$ cat src/rtl/reg_sweeper_if.sv
// reg_sweeper_if: control/target bundle between a sweep requester and reg_sweeper.
// master drives go/direction; slave (the sweeper) drives the register-file side.
interface reg_sweeper_if #(
    parameter int REG_W = 5
);
    logic             go;
    logic             direction;
    logic             done;
    logic             busy;
    logic             wr_en;
    logic [REG_W-1:0] regnum;

    modport master (
        output go, direction,
        input  done, busy, wr_en, regnum
    );

    modport slave (
        input  go, direction,
        output done, busy, wr_en, regnum
    );
endinterface

$ cat src/rtl/reg_sweeper.sv
// reg_sweeper: on go, writes START, then walks LEN registers up/down (mod 2^REG_W).
// Define REG_SWEEPER_SKIP_ZERO_EN to skip register 0 during the walk.
module reg_sweeper #(
    parameter int REG_W = 5,
    parameter int START = 8,
    parameter int LEN   = 4
) (
    input logic          clock,
    input logic          reset,
    reg_sweeper_if.slave bus
);
    localparam int KW = $clog2(LEN + 1);
`ifdef REG_SWEEPER_SKIP_ZERO_EN
    localparam int OW = REG_W + 1;
`else
    localparam int OW = REG_W;
`endif
    localparam logic [REG_W-1:0] BASE = REG_W'(START);
    localparam logic [KW-1:0]    LAST = KW'(LEN);

    typedef enum logic [1:0] {
        S_IDLE,
        S_START,
        S_SWEEP,
        S_DONE
    } state_t;

    state_t           state;
    logic [KW-1:0]    k;
    logic [OW-1:0]    off;
    logic             dir_q;
    logic             done_q;
    logic             busy_q;
    logic             wr_q;
    logic [REG_W-1:0] reg_q;

    logic             up_nxt;
    logic [OW-1:0]    off_base;
    logic [OW-1:0]    off_nxt;

    function automatic logic [REG_W-1:0] target(
        input logic [OW-1:0] o,
        input logic          up
    );
        logic [REG_W-1:0] t;
        t = o[REG_W-1:0];
        return up ? BASE + t : BASE - t;
    endfunction

    // Offset of the next sweep step; the Start cycle seeds it from zero
    // with the live direction, later steps reuse the latched one.
    always_comb begin
        up_nxt   = (state == S_START) ? bus.direction : dir_q;
        off_base = (state == S_START) ? '0 : off;
        off_nxt  = off_base + OW'(1);
`ifdef REG_SWEEPER_SKIP_ZERO_EN
        if (target(off_nxt, up_nxt) == '0)
            off_nxt = off_base + OW'(2);
`endif
    end

    always_ff @(posedge clock) begin
        if (reset) begin
            state  <= S_IDLE;
            k      <= '0;
            off    <= '0;
            dir_q  <= 1'b0;
            done_q <= 1'b0;
            busy_q <= 1'b0;
            wr_q   <= 1'b0;
            reg_q  <= '0;
        end else begin
            unique case (state)
                S_IDLE, S_DONE: begin
                    if (bus.go) begin
                        state  <= S_START;
                        done_q <= 1'b0;
                        busy_q <= 1'b1;
                        wr_q   <= 1'b1;
                        reg_q  <= BASE;
                    end
                end
                S_START: begin
                    if (!bus.go) begin
                        state <= S_SWEEP;
                        k     <= KW'(1);
                        dir_q <= bus.direction;
                        off   <= off_nxt;
                        reg_q <= target(off_nxt, up_nxt);
                    end
                end
                S_SWEEP: begin
                    if (k == LAST) begin
                        state  <= S_DONE;
                        k      <= '0;
                        off    <= '0;
                        done_q <= 1'b1;
                        busy_q <= 1'b0;
                        wr_q   <= 1'b0;
                        reg_q  <= '0;
                    end else begin
                        k     <= k + KW'(1);
                        off   <= off_nxt;
                        reg_q <= target(off_nxt, up_nxt);
                    end
                end
                default: state <= S_IDLE;
            endcase
        end
    end

    assign bus.done   = done_q;
    assign bus.busy   = busy_q;
    assign bus.wr_en  = wr_q;
    assign bus.regnum = reg_q;
endmodule

$ cat src/flat_wrapper.sv
// flat-port wrapper written by rule: the top's interface ports become plain ports
module reg_sweeper_flat 
#(
    parameter int REG_W = 5,
    parameter int START = 8,
    parameter int LEN   = 4
)
  (clock, reset, bus_go, bus_direction, bus_done, bus_busy, bus_wr_en, bus_regnum);
  reg_sweeper_if #(.REG_W(REG_W)) bus_i ();
  input logic clock;
  input logic reset;
  input wire logic [$bits(bus_i.go)-1:0] bus_go;
  input wire logic [$bits(bus_i.direction)-1:0] bus_direction;
  output wire logic [$bits(bus_i.done)-1:0] bus_done;
  output wire logic [$bits(bus_i.busy)-1:0] bus_busy;
  output wire logic [$bits(bus_i.wr_en)-1:0] bus_wr_en;
  output wire logic [$bits(bus_i.regnum)-1:0] bus_regnum;
  assign bus_i.go = bus_go;
  assign bus_i.direction = bus_direction;
  assign bus_done = bus_i.done;
  assign bus_busy = bus_i.busy;
  assign bus_wr_en = bus_i.wr_en;
  assign bus_regnum = bus_i.regnum;
  reg_sweeper #(.REG_W(REG_W), .START(START), .LEN(LEN)) u_core (.clock(clock), .reset(reset), .bus(bus_i));
endmodule
$ cat config.mk
export PLATFORM = sky130hd
export DESIGN_NAME = reg_sweeper_flat
export DESIGN_NICKNAME = d
export VERILOG_FILES = /design/src/rtl/reg_sweeper_if.sv /design/src/rtl/reg_sweeper.sv /design/src/flat_wrapper.sv
export SDC_FILE = /design/constraint.sdc
export NUM_CORES = 1
export LEC_CHECK = 0
export CAP_MARGIN = 0
export CELL_PAD_IN_SITES_DETAIL_PLACEMENT = 1
export CELL_PAD_IN_SITES_GLOBAL_PLACEMENT = 2
export CORE_ASPECT_RATIO = 2
export CORE_MARGIN = 4
export CORE_UTILIZATION = 34
export CTS_BUF_LIST = sky130_fd_sc_hd__clkbuf_2 sky130_fd_sc_hd__clkbuf_4 sky130_fd_sc_hd__clkbuf_8
export CTS_CLUSTER_SIZE = 12
export DETAILED_ROUTE_END_ITERATION = 16
export PLACE_DENSITY_LB_ADDON = 0.1
export SYNTH_ARGS = -nofsm -noshare
export SYNTH_HDL_FRONTEND = slang
export SYNTH_SLANG_ARGS = --single-unit
export TNS_END_PERCENT = 30
$ cat constraint.sdc
create_clock -name clock -period 2.3 [get_ports clock]
set_input_delay 0.46 -clock clock [delete_from_list [all_inputs] [get_ports clock]]
set_output_delay 0.46 -clock clock [all_outputs]
set_load 0.01 [all_outputs]
==> results.md <==
Status:
- The flow ran to the end, and the final reports show no timing, DRC or antenna violations.

STA:
- The final count of pins violating max slew is 0.
- In the final timing run, aggregate negative setup slack is 0 ps.
- The peak clock frequency supported by timing is 516 MHz.
- Setup violations remaining at the end of the flow were counted as 0.
- The worst clock skew is 2.55 ps.
- For the pin with the worst max-slew slack, the measured transition is 712 ps.
- Subtracting the final worst setup slack from the clock period gives 1940 ps.
- Setup repair after global routing left no endpoint under its margin.
- The worst relative slew slack is 0.524.
- The final worst-path cycle share is 0.843.
- The number of hold violations in the final report is 0.

Die:
- The core region is 0.00301 mm^2.
- The die covers 0.00419 mm^2.
- In this run the count of I/O pins placed on the die edge is 12.
- After floorplanning, the core was divided into 28 placement rows.
- The initial utilization of the core area, before any placement, comes to 0.358.
- Measured along the y axis, the die boundary spans 87.7 um.
- The overall die width is 47.8 um.

Routing:
- After detailed routing, the number of vias per cell comes to 5.69.
- The detailed router placed 979 vias in this run.
- The pre-antenna-repair detailed-routing pass consisted of 4 iterations.
- After detailed routing, the total wire length is 2.91 mm.
- The per-cell routed wire length is 16.9 um.
- In the routed design, unresolved DRC markers number 0.
- The count of nets left with antenna violations once routing finished came out at 0.
- In this run, the number of DRC markers left after iteration 0 of detailed routing was 6.

Final layout:
- The net count reported at finish is 153.
- In the final layout, the share of cells above drive strength 1 is 0.0915.
- The area growth from synthesis to layout is 17.3%.
- At the end of the flow the core is filled with cells to 0.420.
- The count of antenna diodes in the layout is 0.

Setup path:
- The type of destination of the critical path is a flop.
- The cell occurring most often along the worst timing path is sky130_fd_sc_hd__ha_1.
- The library cell contributing the largest single delay on the critical path is sky130_fd_sc_hd__dfxtp_1.
- The biggest cell delay along the critical path is 370 ps.
- The nature of the critical path startpoint is a flop.
- Traced cell by cell, the critical path runs through inv_1 > ha_1 > nor2b_1 > ha_1 > nand3_1 > xor2_1 > xnor2_1 > a221oi_2.
- The worst reg-to-reg path cell count is 8.
- The type of the worst setup path is flop to flop.
- In this run the worst path has a maximum fanout of 7.
- For the worst setup path, the data arrival time is 2110 ps.
- The data required time of the critical path is 2470 ps.

Logic synthesis:
- After synthesis, the cell types taking the most area are sky130_fd_sc_hd__dfxtp_1 33%, sky130_fd_sc_hd__a21oi_1 7.9%, sky130_fd_sc_hd__ha_1 7.0%, sky130_fd_sc_hd__nand2_1 4.2%, sky130_fd_sc_hd__nor2_1 3.8%.
- Yosys mapped the design onto 39 distinct sky130hd cell types.
- The mean post-synth cell area is 8.17 um^2.
- The sequential-to-total area share from yosys stat is 0.334.
- The number of synthesized register bits is 18.
- By instance count, the leading cell after synthesis is sky130_fd_sc_hd__dfxtp_1.
- Of the post-synthesis cell area, the dominant cell type holds 0.334.
- The number of warnings printed during yosys synthesis is 0.
- The post-synthesis cell type with the largest combined area is sky130_fd_sc_hd__dfxtp_1.
- The synthesized design contains 0 enable-type register cells.
- The post-synthesis async set-or-reset flop share is 0.
- By count the netlist is led by 18 x sky130_fd_sc_hd__dfxtp_1, 17 x sky130_fd_sc_hd__a21oi_1, 12 x sky130_fd_sc_hd__nand2_1.
- Synthesis handed over a netlist of 132 instances.
- The net count after synthesis is 142.
- The total standard cell area after synthesis is 0.00108 mm^2.
- Among all flip-flop cells after synthesis, the most frequent one is sky130_fd_sc_hd__dfxtp_1.

Clocking:
- The number of buffers created by CTS is 3.
- In this run, post-CTS repair resized a total of 0 instances.
- The clock passes through at most 2 buffers.
- The TritonCTS clock tree is done.
- The total clock sinks is 18.
- Buffers added to address setup during post-CTS repair amount to 0.
- The hold buffer count at cts is 0.
- The cell at the root of the clock tree is sky130_fd_sc_hd__clkbuf_8.
- The clock latency reported for the late side of the worst-skew pair is 250 ps.
- The clock transition time at the flip-flop clock pins of the worst setup and hold paths is 70 ps.
- The deepest level of the CTS H-tree is 1.

GRT:
- The total global routing overflow is 0.
- The via count of the first global-routing pass is 1019.
- The pin count of the biggest net entering global routing is 19.
- The global-route usage over all layers is 0.161.
- The number of antenna violations at the first check in global routing is 0.
- The global-route wire length before repair is 4.86 mm.

Run:
- The max-cap check violation count is 0.

Placement:
- Detailed placement ended at an HPWL of 2.25 mm.
- Port buffering added 11 buffers.
- Routability-driven placement finished with a final weighted congestion of 0.856.

Power:
- The leakage power is 0.470 nW.
- The peak supply drop is 0.448 mV.
- The power per cell area is 1120 mW/mm^2.

Hold path:
- The worst hold path passes through 2 cells.
- The path category of the worst min-delay check is flop to flop.
## routing by layer
layer,global-route usage,wire [um],vias up
met4,0.0686,76,0
met1,0.192,1160,467
met5,0,0,-
met3,0.0206,68,8
li1,-,-,487
met2,0.271,1600,17
## report_power, final
| part | total, mW | internal [mW] | switching, mW |
|---|---|---|---|
| combinational | 0.718 | 0.296 | 0.422 |
| sequential | 0.438 | 0.381 | 0.0568 |
| clock | 0.265 | 0.152 | 0.113 |
## critical path: cells and delay by family (launching register included)
family | cells | cell delay, ps
compound gates | 1 | 230
fa+ha+maj | 2 | 510
flops | 1 | 370
simple gates | 2 | 340
buf+inv | 1 | 80
xor+xnor | 2 | 320
## stage by stage
stage	std cells	hold slack [ps]	instance area [um^2]	setup WS [ps]	total power [mW]
CTS	172	466	1260	351	1.44
floorplan	132	441	1080	443	0.943
finish	172	459	1260	362	1.42
global route	172	492	1260	214	1.56
detailed placement	168	457	1210	191	1.17
global placement	168	442	1210	167	1.17
## layout make-up
type	count	area, um^2
repair buffers	14	133
inverters	6	22.5
multi-input cells	100	657
flip-flops and latches	18	360
fillers	376	1750
clock buffers	4	55.1
well taps	30	37.5
## path summary, 6_finish.rpt
| kind | endpoint | slack, ps | startpoint |
|---|---|---|---|
| setup / recovery | u_core.bus.regnum[4] | 360 | u_core.state[1] |
| hold / removal | u_core.bus.regnum[1] | 460 | u_core.bus.regnum[1] |
| setup reg to reg | u_core.bus.regnum[4] | 360 | u_core.state[1] |
| hold reg to reg | u_core.bus.regnum[1] | 460 | u_core.bus.regnum[1] |
## cell usage in the layout (no fill, tap or decap), drive strengths merged
master	instances
a21oi	17
o2111ai	2
a21boi	1
or2	1
dfxtp	18
xnor2	2
nor4	1
o21a	1
a311oi	1
nor3	3
buf	3
inv	6
a221oi	2
clkbuf	4
nand2b	2
ha	6
mux2	1
a22oi	2
a211oi	2
a32oi	1
clkdlybuf4s50	11
xor2	3
nor3b	2
nand3b	2
nor4bb	1
and3	1
nand2	12
or3b	2
o21ai	7
nor2b	6
mux2i	2
o22ai	1
o211ai	1
nor2	11
nand3	3
a21bo	1
## logic make-up (layout without fill, tap and decap cells)
family / after synthesis / after routing / share of synthesized area
AOI/OAI and AO/OA: 39 / 39 / 0.237
xor gates and xnor gates: 5 / 5 / 0.0406
adders and majority gates: 6 / 6 / 0.0696
buffers and inverters: 14 / 24 / 0.0568
DFF: 18 / 18 / 0.334
muxes: 3 / 3 / 0.0325
and+or+nand+nor: 47 / 47 / 0.230
## sequential cells by signal, indices dropped and copies added (netlist names)
register,count
u_core.bus.done,1
u_core.state,2
u_core.k,3
u_core.dir_q,1
u_core.bus.busy,1
u_core.bus.regnum,5
u_core.off,5
No activity file was read; power rests on OpenSTA's default activity.
